`src/rtl/counter_pkg.sv`:
```
// Shared constants for the sequential counter library.
package counter_pkg;

    localparam int COUNTER_WIDTH_DEFAULT = 4;

    localparam logic MODE_WRAP = 1'b0;
    localparam logic MODE_SAT  = 1'b1;

endpackage

```
`src/rtl/up_mod_counter_if.sv`:
```
// Control/status bundle of one up_mod_counter stage.
interface up_mod_counter_if #(
    parameter int WIDTH = counter_pkg::COUNTER_WIDTH_DEFAULT
);
    logic             en;
    logic             clr;
    logic             load;
    logic [WIDTH-1:0] load_val;
    logic [WIDTH-1:0] limit;
    logic             sat_mode;
    logic             ovf_clr;
    logic [WIDTH-1:0] count;
    logic             tc;
    logic             carry;
    logic             ovf;

    modport master (
        output en, clr, load, load_val, limit, sat_mode, ovf_clr,
        input  count, tc, carry, ovf
    );

    modport slave (
        input  en, clr, load, load_val, limit, sat_mode, ovf_clr,
        output count, tc, carry, ovf
    );
endinterface

```
`src/rtl/up_mod_counter.sv`:
```
// Loadable modulo up counter with wrap/saturate mode, cascade carry and sticky overflow.
module up_mod_counter
    import counter_pkg::*;
#(
    parameter int             WIDTH     = COUNTER_WIDTH_DEFAULT,
    parameter logic [WIDTH-1:0] RESET_VAL = '0
) (
    input  logic            clk,
    input  logic            rst,
    up_mod_counter_if.slave bus
);

    logic [WIDTH-1:0] count_q, count_d;
    logic             ovf_q, ovf_d;
    logic             at_term;

    // ">=" rather than "==" so a load above limit or a lowered limit still terminates.
    assign at_term   = (count_q >= bus.limit);
    assign bus.count = count_q;
    assign bus.ovf   = ovf_q;
    assign bus.tc    = at_term;
    assign bus.carry = bus.en & at_term & (bus.sat_mode == MODE_WRAP) & ~bus.clr & ~bus.load;

    always_comb begin
        count_d = count_q;
        ovf_d   = ovf_q & ~bus.ovf_clr;
        if (bus.clr) begin
            count_d = RESET_VAL;
            ovf_d   = 1'b0;
        end else if (bus.load) begin
            count_d = bus.load_val;
        end else if (bus.en) begin
            if (!at_term) begin
                count_d = count_q + 1'b1;
            end else if (bus.sat_mode == MODE_SAT) begin
                count_d = bus.limit;
                ovf_d   = 1'b1;
            end else begin
                count_d = '0;
                ovf_d   = 1'b1;
            end
        end
    end

    always_ff @(posedge clk) begin
        if (!rst) begin
            count_q <= RESET_VAL;
            ovf_q   <= 1'b0;
        end else begin
            count_q <= count_d;
            ovf_q   <= ovf_d;
        end
    end

endmodule

```
`src/flat_wrapper.sv`:
```
// flat-port wrapper written by rule: the top's interface ports become plain ports
module up_mod_counter_flat import counter_pkg::*;
#(
    parameter int             WIDTH     = COUNTER_WIDTH_DEFAULT,
    parameter logic [WIDTH-1:0] RESET_VAL = '0
)
  (clk, rst, bus_en, bus_clr, bus_load, bus_load_val, bus_limit, bus_sat_mode, bus_ovf_clr, bus_count, bus_tc, bus_carry, bus_ovf);
  up_mod_counter_if #(.WIDTH(WIDTH)) bus_i ();
  input  logic clk;
  input  logic rst;
  input wire logic [$bits(bus_i.en)-1:0] bus_en;
  input wire logic [$bits(bus_i.clr)-1:0] bus_clr;
  input wire logic [$bits(bus_i.load)-1:0] bus_load;
  input wire logic [$bits(bus_i.load_val)-1:0] bus_load_val;
  input wire logic [$bits(bus_i.limit)-1:0] bus_limit;
  input wire logic [$bits(bus_i.sat_mode)-1:0] bus_sat_mode;
  input wire logic [$bits(bus_i.ovf_clr)-1:0] bus_ovf_clr;
  output wire logic [$bits(bus_i.count)-1:0] bus_count;
  output wire logic [$bits(bus_i.tc)-1:0] bus_tc;
  output wire logic [$bits(bus_i.carry)-1:0] bus_carry;
  output wire logic [$bits(bus_i.ovf)-1:0] bus_ovf;
  assign bus_i.en = bus_en;
  assign bus_i.clr = bus_clr;
  assign bus_i.load = bus_load;
  assign bus_i.load_val = bus_load_val;
  assign bus_i.limit = bus_limit;
  assign bus_i.sat_mode = bus_sat_mode;
  assign bus_i.ovf_clr = bus_ovf_clr;
  assign bus_count = bus_i.count;
  assign bus_tc = bus_i.tc;
  assign bus_carry = bus_i.carry;
  assign bus_ovf = bus_i.ovf;
  up_mod_counter #(.WIDTH(WIDTH), .RESET_VAL(RESET_VAL)) u_core (.clk(clk), .rst(rst), .bus(bus_i));
endmodule
```
`config.mk`:
```
export PLATFORM = sky130hd
export DESIGN_NAME = up_mod_counter_flat
export DESIGN_NICKNAME = d
export VERILOG_FILES = /design/src/rtl/counter_pkg.sv /design/src/rtl/up_mod_counter_if.sv /design/src/rtl/up_mod_counter.sv /design/src/flat_wrapper.sv
export SDC_FILE = /design/constraint.sdc
export NUM_CORES = 1
export LEC_CHECK = 0
export ABC_AREA = 1
export CAP_MARGIN = 10
export CORE_AREA = 2 2 39 41
export CTS_CLUSTER_DIAMETER = 40
export DETAILED_ROUTE_END_ITERATION = 12
export DIE_AREA = 0 0 41 43
export GPL_ROUTABILITY_DRIVEN = 0
export MAX_ROUTING_LAYER = met4
export PLACE_DENSITY_LB_ADDON = 0.3
export SLEW_MARGIN = 20
export SYNTH_ARGS = -nofsm -noshare
export SYNTH_HDL_FRONTEND = slang
export SYNTH_SLANG_ARGS = --single-unit
```
`constraint.sdc`:
```
create_clock -name clk -period 3 [get_ports clk]
set_input_delay 0.6 -clock clk [delete_from_list [all_inputs] [get_ports clk]]
set_output_delay 0.6 -clock clk [all_outputs]
set_load 0.03 [all_outputs]
```
[Word-level counts from Yosys, hierarchy flattened]
Cells that the tools add are included.
W data, S select, Z words.
Cells by class
  multiplexer cells: 7
  order comparisons: 1
  add/subtract/negate cells: 1
  reduce and logical (&&, ||, !) cells: 2
  bitwise gates (word level): 10
Operators with widths (number)
  $mux W4: 4
  $and A1 B1 Y1: 5
  $not A1 Y1: 5
  $add A4 B1 Y4 const B: 1
  $ge A4 B4 Y1: 1
  $mux W1: 3
  $reduce_bool A2 Y1: 1
  $reduce_or A2 Y1: 1
Storage, ports and cells
  output and inout port bits: 7
  word-level logic and storage cells: 23
  input bits: 15
  bits in registers: 5

[Depth between registers and ports, before layout]
Gate-level depths: netlist (run 1).
  word-level depth: 5
  depth in mapped cells: 10
  gate-level depth less buffers: 10

[Least setup slack after synthesis (run 1)]
No wires, ideal clock.
  path type: input to output
  start point: input bus_limit[3]
  end point: output bus_carry
  path slack: 0.365 ns
  arrival time: 2.035 ns
  cell stages on the path: 8
  data required time: 2.400 ns
  buffers on the path: 0
  path through: inv_1 -> ha_1 -> nand2_1 -> inv_1 -> nand2_1 -> nand3_4 -> nand2_1 -> nor3_1
On the way
  cells in the longest elaborated chain, start to end: 5
Ends and longest elaborated chain
  start, declared: RTL line flat_wrapper.sv:15  | input wire logic [$bits(bus_i.limit)-1:0] bus_limit;
  $ge A4 B4 Y1: RTL line up_mod_counter.sv:18  | assign at_term = (count_q >= bus.limit);
  via bus_tc: RTL line flat_wrapper.sv:19  | output wire logic [$bits(bus_i.tc)-1:0] bus_tc;
  $and A1 B1 Y1 (4 in series): RTL line up_mod_counter.sv:22  | assign bus.carry = bus.en & at_term & (bus.sat_mode == MODE_WRAP) & ~bus.clr & ~bus.load;
  end, declared: RTL line flat_wrapper.sv:20  | output wire logic [$bits(bus_i.carry)-1:0] bus_carry;
The timed path passes the listed nets, and every way through them passes these cells.

[Worst setup path in the final report (run 1)]
  start point: input bus_limit[3]
  end point: output bus_carry
On the way
  cells in the longest elaborated chain, start to end: 5
Ends and longest elaborated chain (RTL line)
  $ge A4 B4 Y1: up_mod_counter.sv:18
  $and A1 B1 Y1 (4 in series): up_mod_counter.sv:22
Every way passes these cells.

==> summary.md, run 1 <==
| Metric | Value |
|---|---|
| Status | completed |
| Pre-antenna DRT Iters | 4 |
| Post-Syn Area | 460 um^2 |
| Startpoint Class | primary input |
| Initial core utilization | 0.333 |
| Routed WL | 1180 um |
| CP max stage cell | clkdlybuf4s50_1 |
| Pin count of the biggest net entering global routing | 8 |
| Worst-Skew Late Latency | 240 ps |
| Lkg Pwr | 0.339 nW |
| Tmin final | 2820 ps |
| Synth top area share | 0.217 |
| Final Cell Area | 712 um^2 |
| DP Area | 686 um^2 |
| DRC errors left | 0 |
| RSZ-0062 raised after global routing | false |
| Share of layout cells above drive strength 1 | 0.0842 |
| CP max stage delay | 480 ps |
| Top cells by count, synth | 20 x nand2_1, 13 x inv_1, 9 x nand3_1 |
| Worst Path Required | 2400 ps |
| Die height | 43 um |
| Cts repair resizes | 0 |
| Pwr dens | 324 nW/um^2 |
| Fmax | 0.355 GHz |
| Syn Inst Count | 70 |
| Async SR Flop Fraction | 0 |
| Clk_skew | 0.653 ps |
| Post-synth EDFFs | 0 |
| Clock slew at reported path FFs | 40 ps |
| Yosys warns | 0 |
| Routed len/inst | 10.6 um |
| Crit. Startpoint | bus_limit[3] |
| GR Util All Layers | 0.172 |
| Initial antenna violation count | 0 |
| Hpwl dp | 972 um |
| Sequential Area | 100 um^2 |
| PortBufs | 21 |
| Most frequent cell after synthesis | nand2_1 |
| Cell Rows | 14 |
| Ys flop type | dfxtp_1 |
| Clock Tree Buf Depth | 2 |
| Worst r2r src | u_core.bus.count[0]$_SDFFE_PP0P_ |
| CTS Buf Count | 3 |
| Final setup fails | 0 |
| Synth area leader | dfxtp_1 |
| Core area | 1380 um^2 |
| Die area | 1760 um^2 |
| IO Pins | 22 |
| Max cap viols | 0 |
| Worst Hold Launch | u_core.bus.ovf$_SDFF_PP0_ |
| Critical path class | in2out |
| Vias in the first global route | 491 |
| Slew headroom | 0.794 |
| GRT overflow | 0 |
| Critical path capture point type | primary output |
| Crit path arrival time | 2220 ps |
| Die Span X | 41 um |
| Critical path peak fanout | 6 |
| Fillcell total | 151 |
| Distinct cells, synth | 14 |
| Pins over their slew limit | 0 |
| Vias per cell | 4.87 |
| Post-route ant nets | 0 |
| Maximum VDD drop | 226 uV |
| Root Buffer | clkbuf_4 |
| Final setup TNS | 0 ps |
| Register bit total from synthesis | 5 |
| Vias | 541 |
| Htree depth | 1 |
| Clock sinks | 5 |
| Syn Nets | 90 |
| Hold_buf cts | 0 |
| Post-CTS setup buffer count | 0 |
| Nets | 116 |
| Post-Syn Area per Cell | 6.58 um^2 |
| Drt initial violations | 21 |
| Post-route clock period utilization | 0.939 |
| Most common cell on crit path | nand2_1 |
| Worst slew pin tran | 308 ps |
| First-pass GRT wire length | 2010 um |
| Cell Chain, Critical Path | clkdlybuf4s50_1 -> inv_1 -> ha_1 -> nand2_1 -> inv_1 -> nand2_1 -> nand3_4 -> nand2_1 -> nor3_1 -> buf_4 |
| Multi-input gate area | 312 um^2 |
| Worst Hold Class | reg2reg |
| Synth top area cells | dfxtp_1 22%, nand2_1 16%, ha_1 14%, inv_1 11%, nand3_1 9.8% |
| Number of diodes | 0 |
| Sequential area share after synthesis | 0.217 |
| Count of final hold-check violations | 0 |
| CTS tree | yes |
| Area growth from synthesis to layout | 54.6% |
[registers in the layout, summed over array words and instances, names as in the netlist]
| register | cells |
|---|---|
| u_core.bus.count | 4 |
| u_core.bus.ovf | 1 |
[worst paths after layout]
check	cells after the start	to	slack, ps
worst max-delay path	10	bus_carry	180
worst min-delay path	2	u_core.bus.ovf$_SDFF_PP0_	460
worst max register to register	10	u_core.bus.count[2]$_SDFFE_PP0P_	1480
worst min register to register	2	u_core.bus.ovf$_SDFF_PP0_	460
[cells by family after synthesis]
family	count (synthesis)	synth area share
buffers and inverters	13	0.106
DFF	5	0.217
xor gates and xnor gates	1	0.0190
AOI/OAI and AO/OA	10	0.155
and+or+nand+nor	36	0.367
adders and majority gates	5	0.136
[routing by layer]
metal  vias up  share of wire  global-route usage
met4         0              0              0.0200
met2        24           0.51               0.275
met5         -              0                   -
met1       236           0.40               0.196
li1        281              -                   -
met3         0          0.082              0.0785
[placed cells by master (no fill, tap or decap), drive strengths merged]
master	n
nor3	1
inv	13
nor2	2
nand4	2
clkdlybuf4s50	19
xnor2	1
dfxtp	5
nand3	10
ha	5
buf	2
a22oi	4
nand2	21
clkbuf	4
a21oi	6
[where the power goes]
group	total (mW)	switching (mW)	internal (mW)
combinational	0.0799	0.0408	0.0391
sequential	0.0734	0.00415	0.0693
clock	0.0774	0.0271	0.0502
[through the flow]
stage / hold WS (ps) / util / cells / setup WS [ps] / power, mW
after global routing: 501 / 0.514 / 111 / 41.9 / 0.248
after floorplan: 589 / - / 70 / 365 / 0.118
after detailed placement: 463 / 0.495 / 107 / 185 / 0.154
after CTS: 470 / 0.514 / 111 / 166 / 0.232
after global placement: 460 / 0.495 / 107 / 206 / 0.152
final: 463 / 0.514 / 111 / 182 / 0.231
[critical path, delay by kind of cell]
family | cells | cell delay [ps]
adders and majority gates | 1 | 350
buffers and inverters | 4 | 780
and+or+nand+nor | 5 | 490
[layout make-up]
class	count	area share
Tap cell	16	0.0281
Multi-Input combinational cell	52	0.438
Timing Repair Buffer	21	0.288
Inverter	13	0.0685
Sequential cell	5	0.141
Clock buffer	4	0.0369
No activity file was read; power rests on OpenSTA's default activity.
==> run 2, diff against run 1 <==
- CELL_PAD_IN_SITES_DETAIL_PLACEMENT: unset -> 0
- CELL_PAD_IN_SITES_GLOBAL_PLACEMENT: unset -> 2
- CORE_AREA: 2 2 39 41 -> 2 2 51 53
- DIE_AREA: 0 0 41 43 -> 0 0 53 55
==> run 2 against run 1 <==
Final cell count is 13% higher; clock-buffer cell count unchanged; maximum frequency is 0.57% higher; largest cell class unchanged.
==> summary.md, run 2 (same netlist as run 1, synthesis figures left out) <==
| Metric | Value |
|---|---|
| Root Buffer | clkbuf_4 |
| Count of final hold-check violations | 0 |
| Combinational power share | 0.343 |
| Multi-input gate area | 312 um^2 |
| Met3 Wirelength | 70 um |
| Reg-to-Reg End | u_core.bus.count[0]$_SDFFE_PP0P_ |
| Core area | 2360 um^2 |
| Net load switching power | 0.0716 mW |
| Worst Path Required | 2400 ps |
| Final instance count without filler cells | 125 |
| WL met1 | 616 um |
| Nets | 116 |
| Max cap viols | 0 |
| First-pass GRT wire length | 2170 um |
| Cts repair resizes | 0 |
| Clock sinks | 5 |
| CTS tree | yes |
| Post-CTS setup buffer count | 0 |
| Cell Chain, Critical Path | clkdlybuf4s50_1 -> inv_1 -> ha_1 -> nand2_1 -> inv_1 -> nand2_1 -> nand3_4 -> nand2_1 -> nor3_1 -> buf_4 |
| Worst r2r src | u_core.bus.count[0]$_SDFFE_PP0P_ |
| Slew headroom | 0.773 |
| Fin util | 0.308 |
| Internal power component | 0.159 mW |
| Clk_skew | 4.16 ps |
| Pre-antenna DRT Iters | 1 |
| Fillcell total | 277 |
| Tmin final | 2800 ps |
| Maximum VDD drop | 167 uV |
| R2r worst-path depth | 10 |
| Pwr dens | 316 nW/um^2 |
| Placed cell count | 121 |
| Most common cell on crit path | nand2_1 |
| Clock slew at reported path FFs | 40 ps |
| Die Span X | 53 um |
| Share of layout cells above drive strength 1 | 0.0842 |
| IO Pins | 22 |
| Clock Tree Buf Depth | 2 |
| DRC errors left | 0 |
| Hold depth | 2 |
| Worst Hold Slack | 474 ps |
| Initial core utilization | 0.195 |
| Worst-Skew Late Latency | 240 ps |
| Worst Hold Class | reg2reg |
| Vias in the first global route | 530 |
| Critical path class | in2out |
| Routed len/inst | 10.2 um |
| Critical path capture point type | primary output |
| CTS Buf Count | 3 |
| Hold_buf cts | 0 |
| Pin count of the biggest net entering global routing | 8 |
| Lkg Pwr | 0.339 nW |
| Critical path peak fanout | 6 |
| Final setup fails | 0 |
| Htree depth | 1 |
| CP max stage delay | 480 ps |
| Max reg flops | 4 |
| Delay-heaviest family, CP | buffers and inverters |
| Crit path arrival time | 2200 ps |
| PortBufs | 21 |
| Hold endpoint | u_core.bus.ovf$_SDFF_PP0_ |
| CP max stage cell | clkdlybuf4s50_1 |
| Vias | 537 |
| Overall Power | 0.230 mW |
| Vias per cell | 4.30 |
| GR Util All Layers | 0.103 |
| Max Used Layer | met4 |
| Status | completed |
| Worst slew pin tran | 339 ps |
| Commonest cells after routing, fill and taps aside | 20 x nand2_1, 19 x clkdlybuf4s50_1, 13 x inv_1 |
| Fmax | 0.357 GHz |
| Routed wl met2 | 572 um |
| Post-route clock period utilization | 0.934 |
| Sequential Area | 100 um^2 |
| Pins over their slew limit | 0 |
| Buffers & Inverters on Critical Path | 4 |
| RSZ-0062 raised after global routing | false |
| R2R Setup Slk | 1400 ps |
| Final setup TNS | 0 ps |
| Clock Power Share | 0.337 |
| Drt initial violations | 0 |
| Die height | 55 um |
| Die area | 2920 um^2 |
| Routed WL | 1270 um |
| Sw Share | 0.311 |
| Startpoint Class | primary input |
| Number of diodes | 0 |
| Area growth from synthesis to layout | 58.4% |
| Commonest non-fill, non-tap cell in the layout | nand2_1 |
| GRT overflow | 0 |
| Seq pwr share | 0.320 |
| Post-route ant nets | 0 |
| Cell Rows | 18 |
| Initial antenna violation count | 0 |
| Hpwl dp | 1060 um |
| Worst Hold Launch | u_core.bus.ovf$_SDFF_PP0_ |
-- run 2: power groups by stage --
| stage | clock network (mW) | registers (mW) | logic (mW) |
|---|---|---|---|
| 2_1_floorplan | 0 | 0.0783 | 0.0398 |
| 3_3_place_gp | 0 | 0.0752 | 0.0799 |
| 3_5_place_dp | 0 | 0.0752 | 0.0800 |
| 4_1_cts | 0.0783 | 0.0740 | 0.0804 |
| 5_1_grt | 0.0862 | 0.0743 | 0.0888 |
| 6_report | 0.0775 | 0.0737 | 0.0790 |
-- run 2: final cells by class --
class,count,area share
Clock buffer,4,0.0360
Inverter,13,0.0669
Multi-Input combinational cell,52,0.427
Sequential cell,5,0.137
Tap cell,30,0.0515
Timing Repair Buffer,21,0.281
-- run 2: routing by layer --
metal  GRT usage  vias to the layer above
li1            -                      281
met1       0.124                      236
met2       0.173                       18
met3      0.0242                        2
met4      0.0256                        0
met5           -                        -
-- run 2: worst max-delay path by stage --
stage	end	slack, ps	start	depth (start not counted)
2_1_floorplan	bus_carry	370	bus_limit[3]	8
3_3_place_gp	bus_carry	220	bus_limit[3]	10
3_5_place_dp	bus_carry	200	bus_limit[3]	10
4_1_cts	bus_carry	180	bus_limit[3]	10
5_1_grt	bus_carry	70	bus_limit[3]	10
6_report	bus_carry	200	bus_limit[3]	10
-- run 2: per-stage QoR --
stage / setup WS [ps] / area, um^2
after floorplan: 365 / 460
after global placement: 216 / 703
after detailed placement: 196 / 703
after CTS: 181 / 729
after global routing: 70.8 / 729
final: 198 / 729
-- run 2: worst min-delay path: cells and delay by family, from the launching register on --
family	cells	cell delay [ps]
AOI/OAI and AO/OA	1	60
and+or+nand+nor	1	60
DFF	1	310
==> run 3, diff against run 2 <==
- SKIP_CTS_REPAIR_TIMING: unset -> 1
==> results of run 3 <==
No change in the layout: final DEF, timing and power equal those of run 2.
